`src/rtl/ls_gate_bank.sv`:
```
// ls_gate_bank
// Bank of CHANNELS identical logic gates, each reducing INPUTS bits with one
// shared function selected by mode. Results pass through a PIPE-deep pipeline
// whose last stage is the output register, and a saturating 8-bit counter per
// channel records how often that channel's output bit changed.
//
// Ports
//   clk        single clock, rising edge
//   rst        synchronous active-high reset (priority over ce and cnt_clr)
//   ce         clock enable; 0 freezes every register
//   in_valid   qualifies a/mode on an enabled edge
//   mode       0 NAND, 1 AND, 2 NOR, 3 OR, 4 XOR, 5 XNOR, 6/7 NAND
//   a          gate inputs, channel c uses a[c*INPUTS +: INPUTS]
//   y          registered gate outputs, bit c = channel c
//   out_valid  y carries a new result this cycle
//   cnt_sel    channel select for counter readback
//   cnt_clr    clears all transition counters (only when ce=1)
//   cnt        transition count of channel cnt_sel, 0 when out of range
//
// Handshake: there is no back-pressure. A sample is accepted on every rising
// edge where ce=1 and in_valid=1; the result leaves exactly PIPE enabled edges
// later (the accepting edge counts as the first) with out_valid=1 for one
// enabled cycle. ce=0 stalls the whole pipeline in place.

module ls_gate_bank #(
  parameter int CHANNELS = 4,
  parameter int INPUTS   = 2,
  parameter int PIPE     = 2
) (
  input  logic                         clk,
  input  logic                         rst,
  input  logic                         ce,
  input  logic                         in_valid,
  input  logic [2:0]                   mode,
  input  logic [CHANNELS*INPUTS-1:0]   a,
  output logic [CHANNELS-1:0]          y,
  output logic                         out_valid,
  input  logic [3:0]                   cnt_sel,
  input  logic                         cnt_clr,
  output logic [7:0]                   cnt
);

  // Gate evaluation on the incoming sample, so the mode used is always the
  // one presented together with that sample.
  logic [CHANNELS-1:0] gate_out;

  always_comb begin
    gate_out = '0;
    for (int c = 0; c < CHANNELS; c++) begin
      case (mode)
        3'd1:    gate_out[c] =  (&a[c*INPUTS +: INPUTS]);
        3'd2:    gate_out[c] = ~(|a[c*INPUTS +: INPUTS]);
        3'd3:    gate_out[c] =  (|a[c*INPUTS +: INPUTS]);
        3'd4:    gate_out[c] =  (^a[c*INPUTS +: INPUTS]);
        3'd5:    gate_out[c] = ~(^a[c*INPUTS +: INPUTS]);
        default: gate_out[c] = ~(&a[c*INPUTS +: INPUTS]);
      endcase
    end
  end

  // Pipeline: stage PIPE-1 is the output register. Each stage only loads data
  // when the sample entering it is valid, so the last stage naturally holds
  // the previous result across bubbles.
  logic [CHANNELS-1:0] pipe_data [PIPE];
  logic [PIPE-1:0]     pipe_vld;

  // What each stage will see on the next enabled edge.
  logic [CHANNELS-1:0] stage_data [PIPE];
  logic [PIPE-1:0]     stage_vld;

  always_comb begin
    stage_vld     = '0;
    stage_vld[0]  = in_valid;
    stage_data[0] = gate_out;
    for (int i = 1; i < PIPE; i++) begin
      stage_vld[i]  = pipe_vld[i-1];
      stage_data[i] = pipe_data[i-1];
    end
  end

  always_ff @(posedge clk) begin
    if (rst) begin
      pipe_vld <= '0;
      for (int i = 0; i < PIPE; i++) begin
        pipe_data[i] <= '0;
      end
    end else if (ce) begin
      for (int i = 0; i < PIPE; i++) begin
        pipe_vld[i] <= stage_vld[i];
        if (stage_vld[i]) begin
          pipe_data[i] <= stage_data[i];
        end
      end
    end
  end

  assign y         = pipe_data[PIPE-1];
  assign out_valid = pipe_vld[PIPE-1];

  // Channels whose output bit flips on the next enabled edge.
  logic [CHANNELS-1:0] toggle;

  always_comb begin
    toggle = '0;
    if (stage_vld[PIPE-1]) begin
      toggle = stage_data[PIPE-1] ^ y;
    end
  end

  // Transition counters. Reset only forces y to 0 and zeroes the counters, so
  // the reset transition itself is never counted. cnt_clr wins over a
  // coincident increment.
  logic [7:0] cnt_r [CHANNELS];

  always_ff @(posedge clk) begin
    if (rst) begin
      for (int c = 0; c < CHANNELS; c++) begin
        cnt_r[c] <= 8'd0;
      end
    end else if (ce) begin
      for (int c = 0; c < CHANNELS; c++) begin
        if (cnt_clr) begin
          cnt_r[c] <= 8'd0;
        end else if (toggle[c] && (cnt_r[c] != 8'hFF)) begin
          cnt_r[c] <= cnt_r[c] + 8'd1;
        end
      end
    end
  end

  // Readback mux; selects beyond the last channel read as zero.
  always_comb begin
    cnt = 8'd0;
    for (int c = 0; c < CHANNELS; c++) begin
      if (cnt_sel == 4'(c)) begin
        cnt = cnt_r[c];
      end
    end
  end

endmodule

```
`config.mk`:
```
export PLATFORM = sky130hd
export DESIGN_NAME = ls_gate_bank
export DESIGN_NICKNAME = d
export VERILOG_FILES = /design/src/rtl/ls_gate_bank.sv
export SDC_FILE = /design/constraint.sdc
export NUM_CORES = 1
export LEC_CHECK = 0
export ABC_AREA = 1
export CAP_MARGIN = 20
export CORE_AREA = 2 2 76 71
export DETAILED_ROUTE_END_ITERATION = 8
export DIE_AREA = 0 0 78 73
export PLACE_DENSITY = 0.8
export SLEW_MARGIN = 10
export SYNTH_ARGS = -nofsm -noshare
export SYNTH_HDL_FRONTEND = slang
export SYNTH_SLANG_ARGS = --single-unit
```
`constraint.sdc`:
```
create_clock -name clk -period 4.7 [get_ports clk]
set_input_delay 0.94 -clock clk [delete_from_list [all_inputs] [get_ports clk]]
set_output_delay 0.94 -clock clk [all_outputs]
set_load 0.05 [all_outputs]
```
==> key figures <==
Pwr
  – Sequential share of power: 52.2%
  – Net Sw Power: 0.234 mW
  – Internal power component: 0.638 mW
  – Sw Ratio: 26.9%
  – LEAKAGE: 1.37 nW
  – Post-route total power: 0.872 mW
  – P per Cell Area: 262 nW/µm²
  – Clk pwr share: 33.0%
  – Logic gate share of total power: 14.8%
  – Maximum VDD drop: 0.000185 V

Yosys
  – Post-synth top area share: 41.7%
  – Synth area leader: edfxtp_1
  – Commonest cells post-synth: nand2_1 (69), inv_1 (51), nor2_1 (47)
  – Post-Syn Area per Cell: 8.16 µm²
  – Yosys Warn Count: 0
  – Compound-cell area share of the yosys netlist: 3.13%
  – Post-Synth XOR/XNOR Area: 6.39%
  – Asr flop ratio synth: 0%
  – Post-synth EDFFs: 40
  – Main combinational cell family by area after synthesis: simple AND/OR/NAND/NOR gates
  – Adder-Cell Fraction of Synth Area: 5.21%
  – Synth top area cells: edfxtp_1 (42%), nand2_1 (9.0%), nand4_1 (7.6%)
  – Post-synthesis cell type count: 27
  – Synth Area in Simple Gates: 32.7%
  – Mapped cell area: 2880 µm²
  – Synth Register Bits: 42
  – Synth Net Count: 385
  – Proportion of synthesized area in mux cells: 0%
  – Register area share after synthesis: 43.1%
  – Count leader, synth: nand2_1
  – Cell count after synthesis: 353
  – Post-synth top flop: edfxtp_1

Global route
  – Antenna violations before repair: 0
  – Largest net degree at the start of global routing: 19
  – Overall Global Routing Usage: 23.7%
  – Total grt overflow: 0
  – Global-route wire length before repair: 10,500 µm
  – Number of global-route vias before repair: 2,306

Floorplanning
  – Num rows: 25
  – Core ar.: 5000 µm²
  – Die span in y: 73 µm
  – IO Pins: 33
  – Die X: 78 µm
  – Area of the die: 5690 µm²
  – Initial Utilization: 57.5%

Clock tree
  – Post-CTS setup buffers: 0
  – CTS root buf: clkbuf_8
  – CTS Hold Bufs: 0
  – Num CTS Buffers: 5
  – Post-CTS resize count: 0
  – H-tree depth: 2
  – Register clock-pin slew on the reported worst setup and hold paths: 0.08 ns
  – CTS tree: yes
  – Worst-skew pair later-pin latency: 0.30 ns
  – Sink Count: 42
  – CTS Buffer Depth: 2

STA
  – F_max: 235 MHz
  – RSZ-0062 raised after global routing: no
  – Tmin final: 4.25 ns
  – Slew Limit Fails: 0
  – Relative slew slack: 65.3%
  – Setup TNS: 0 ns
  – Hold Vio Cnt, Final: 0
  – Worst Tran Pin Value: 0.519 ns
  – Fin worst setup slack: 0.450 ns
  – Endpoints failing setup: 0
  – Clock skew: 0.0113 ns
  – Final period util: 90.4%

Worst setup path
  – Top delay family on crit path: buffers and inverters
  – CP Capture Type: output port
  – Critical Path Slowest Stage Cell: clkdlybuf4s50_1
  – WP buf/inv: 3
  – CP required: 3.76 ns
  – Data arrival, critical path: 3.31 ns
  – R2R Setup Slk: 2.74 ns
  – WS Path Type: input port to output port
  – Most used cell along the critical path: clkdlybuf4s50_1
  – CP max FO: 10
  – Slowest stage delay, CP: 0.82 ns
  – Setup crit start kind: input port
  – Critical Path, Cell by Cell: clkdlybuf4s50_1 -> inv_2 -> nor3_2 -> nand2_1 -> nand4_1 -> clkdlybuf4s50_1

Detailed routing
  – Drt pass-1 iters: 5
  – Wire per inst: 13.9 µm
  – Drt drc: 0
  – Via density: 5.50
  – Remaining antenna violation count: 0
  – Vias: 2,476
  – Initial DRC Count: 184
  – Wirelength, routed: 6240 µm

Hold path
  – Hold Path Class: flop to flop

Job
  – Max_cap viols: 0

Placed design
  – Input/output buffers: 32
  – Post-DP HPWL: 4840 µm
  – Routability congestion estimate: 0.878
  – DP Worst Slack: 0.486 ns
  – Area post-placement: 3220 µm²

Finish
  – Fin area: 3330 µm²
  – Area occupied by multi-input gates: 1370 µm²
  – Register area: 1240 µm²
  – Area growth, synth to finish: 15.5%
  – Layout cells sized above 1: 7.05%
  – Inserted Diodes: 0
  – Fill count: 423
  – Nets: 414

Status
  – Status: completed
## worst paths after layout
path / to / cells after the start / startpoint
min reg2reg: pipe_vld[1]$_SDFFE_PP0P_ / 2 / pipe_vld[1]$_SDFFE_PP0P_
max reg2reg: cnt_r[1][5]$_SDFFCE_PN0P_ / 6 / cnt_r[1][0]$_SDFFCE_PN0P_
min: pipe_vld[1]$_SDFFE_PP0P_ / 2 / pipe_vld[1]$_SDFFE_PP0P_
max: cnt[5] / 6 / cnt_sel[0]
## per-stage QoR
step | util [%] | hold WS (ns) | cells
finish | 66.5 | 0.472 | 450
global route | 66.5 | 0.500 | 450
CTS | 66.5 | 0.480 | 450
detailed placement | 64.3 | 0.465 | 442
global placement | 64.3 | 0.456 | 442
floorplan | - | 0.445 | 353
## worst register-to-register path: cells and delay by family (launching register included)
kind,cells,cell delay (ns)
fa+ha+maj,1,0.26
flops,1,0.46
simple gates,4,0.75
buf+inv,1,0.17
## placed cells by master (no fill, tap or decap), drive strengths merged
cell           synthesis  routed
bufinv                 0       1
xor2                  12      12
nor2                  56      56
dfxtp                  2       2
nand4                 35      35
nor3b                  1       1
ha                    12      12
clkinvlp               0       1
clkdlybuf4s50          0      32
nor3                  10      10
a21oi                 14      14
clkbuf                 0       6
xnor2                  9       9
edfxtp                40      40
nand2                 70      70
nand3b                 1       1
inv                   55      55
o21ai                  4       4
nand3                 22      22
## cells by family after synthesis
| family | after synthesis |
|---|---|
| buffers and inverters | 65 |
| adder cells (fa/ha/maj) | 12 |
| XOR/XNOR | 21 |
| AND/OR/NAND/NOR | 195 |
| AO/OA/AOI/OAI | 18 |
| flip-flops | 42 |
## registers in the layout, indices dropped and copies added (netlist names)
register and count:
cnt_r 32, pipe_data 8, pipe_vld 2
## routing by layer
metal | up-vias | track usage [%] | wire length (µm)
met3 | 17 | 3.47 | 380
li1 | 1230 | - | -
met4 | 0 | 8.38 | 197
met5 | - | 0 | 0
met2 | 102 | 40.7 | 3020
met1 | 1127 | 30.8 | 2640
## layout make-up
class	count	share of cell area (%)
Clock buffer	6	2.18
Clock inverter	2	1.13
Inverter	55	6.21
Multi-Input combinational cell	246	41.0
Sequential cell	42	37.3
Tap cell	67	2.52
Timing Repair Buffer	32	9.63
## power groups by stage
| stage | logic, mW | clock network (mW) | registers (mW) |
|---|---|---|---|
| after global placement | 0.125 | 0 | 0.463 |
| after CTS | 0.129 | 0.292 | 0.455 |
| after global routing | 0.144 | 0.309 | 0.458 |
| after floorplan | 0.0901 | 0 | 0.455 |
| final | 0.129 | 0.288 | 0.456 |
| after detailed placement | 0.128 | 0 | 0.463 |
(Power assumes the default switching activity.)
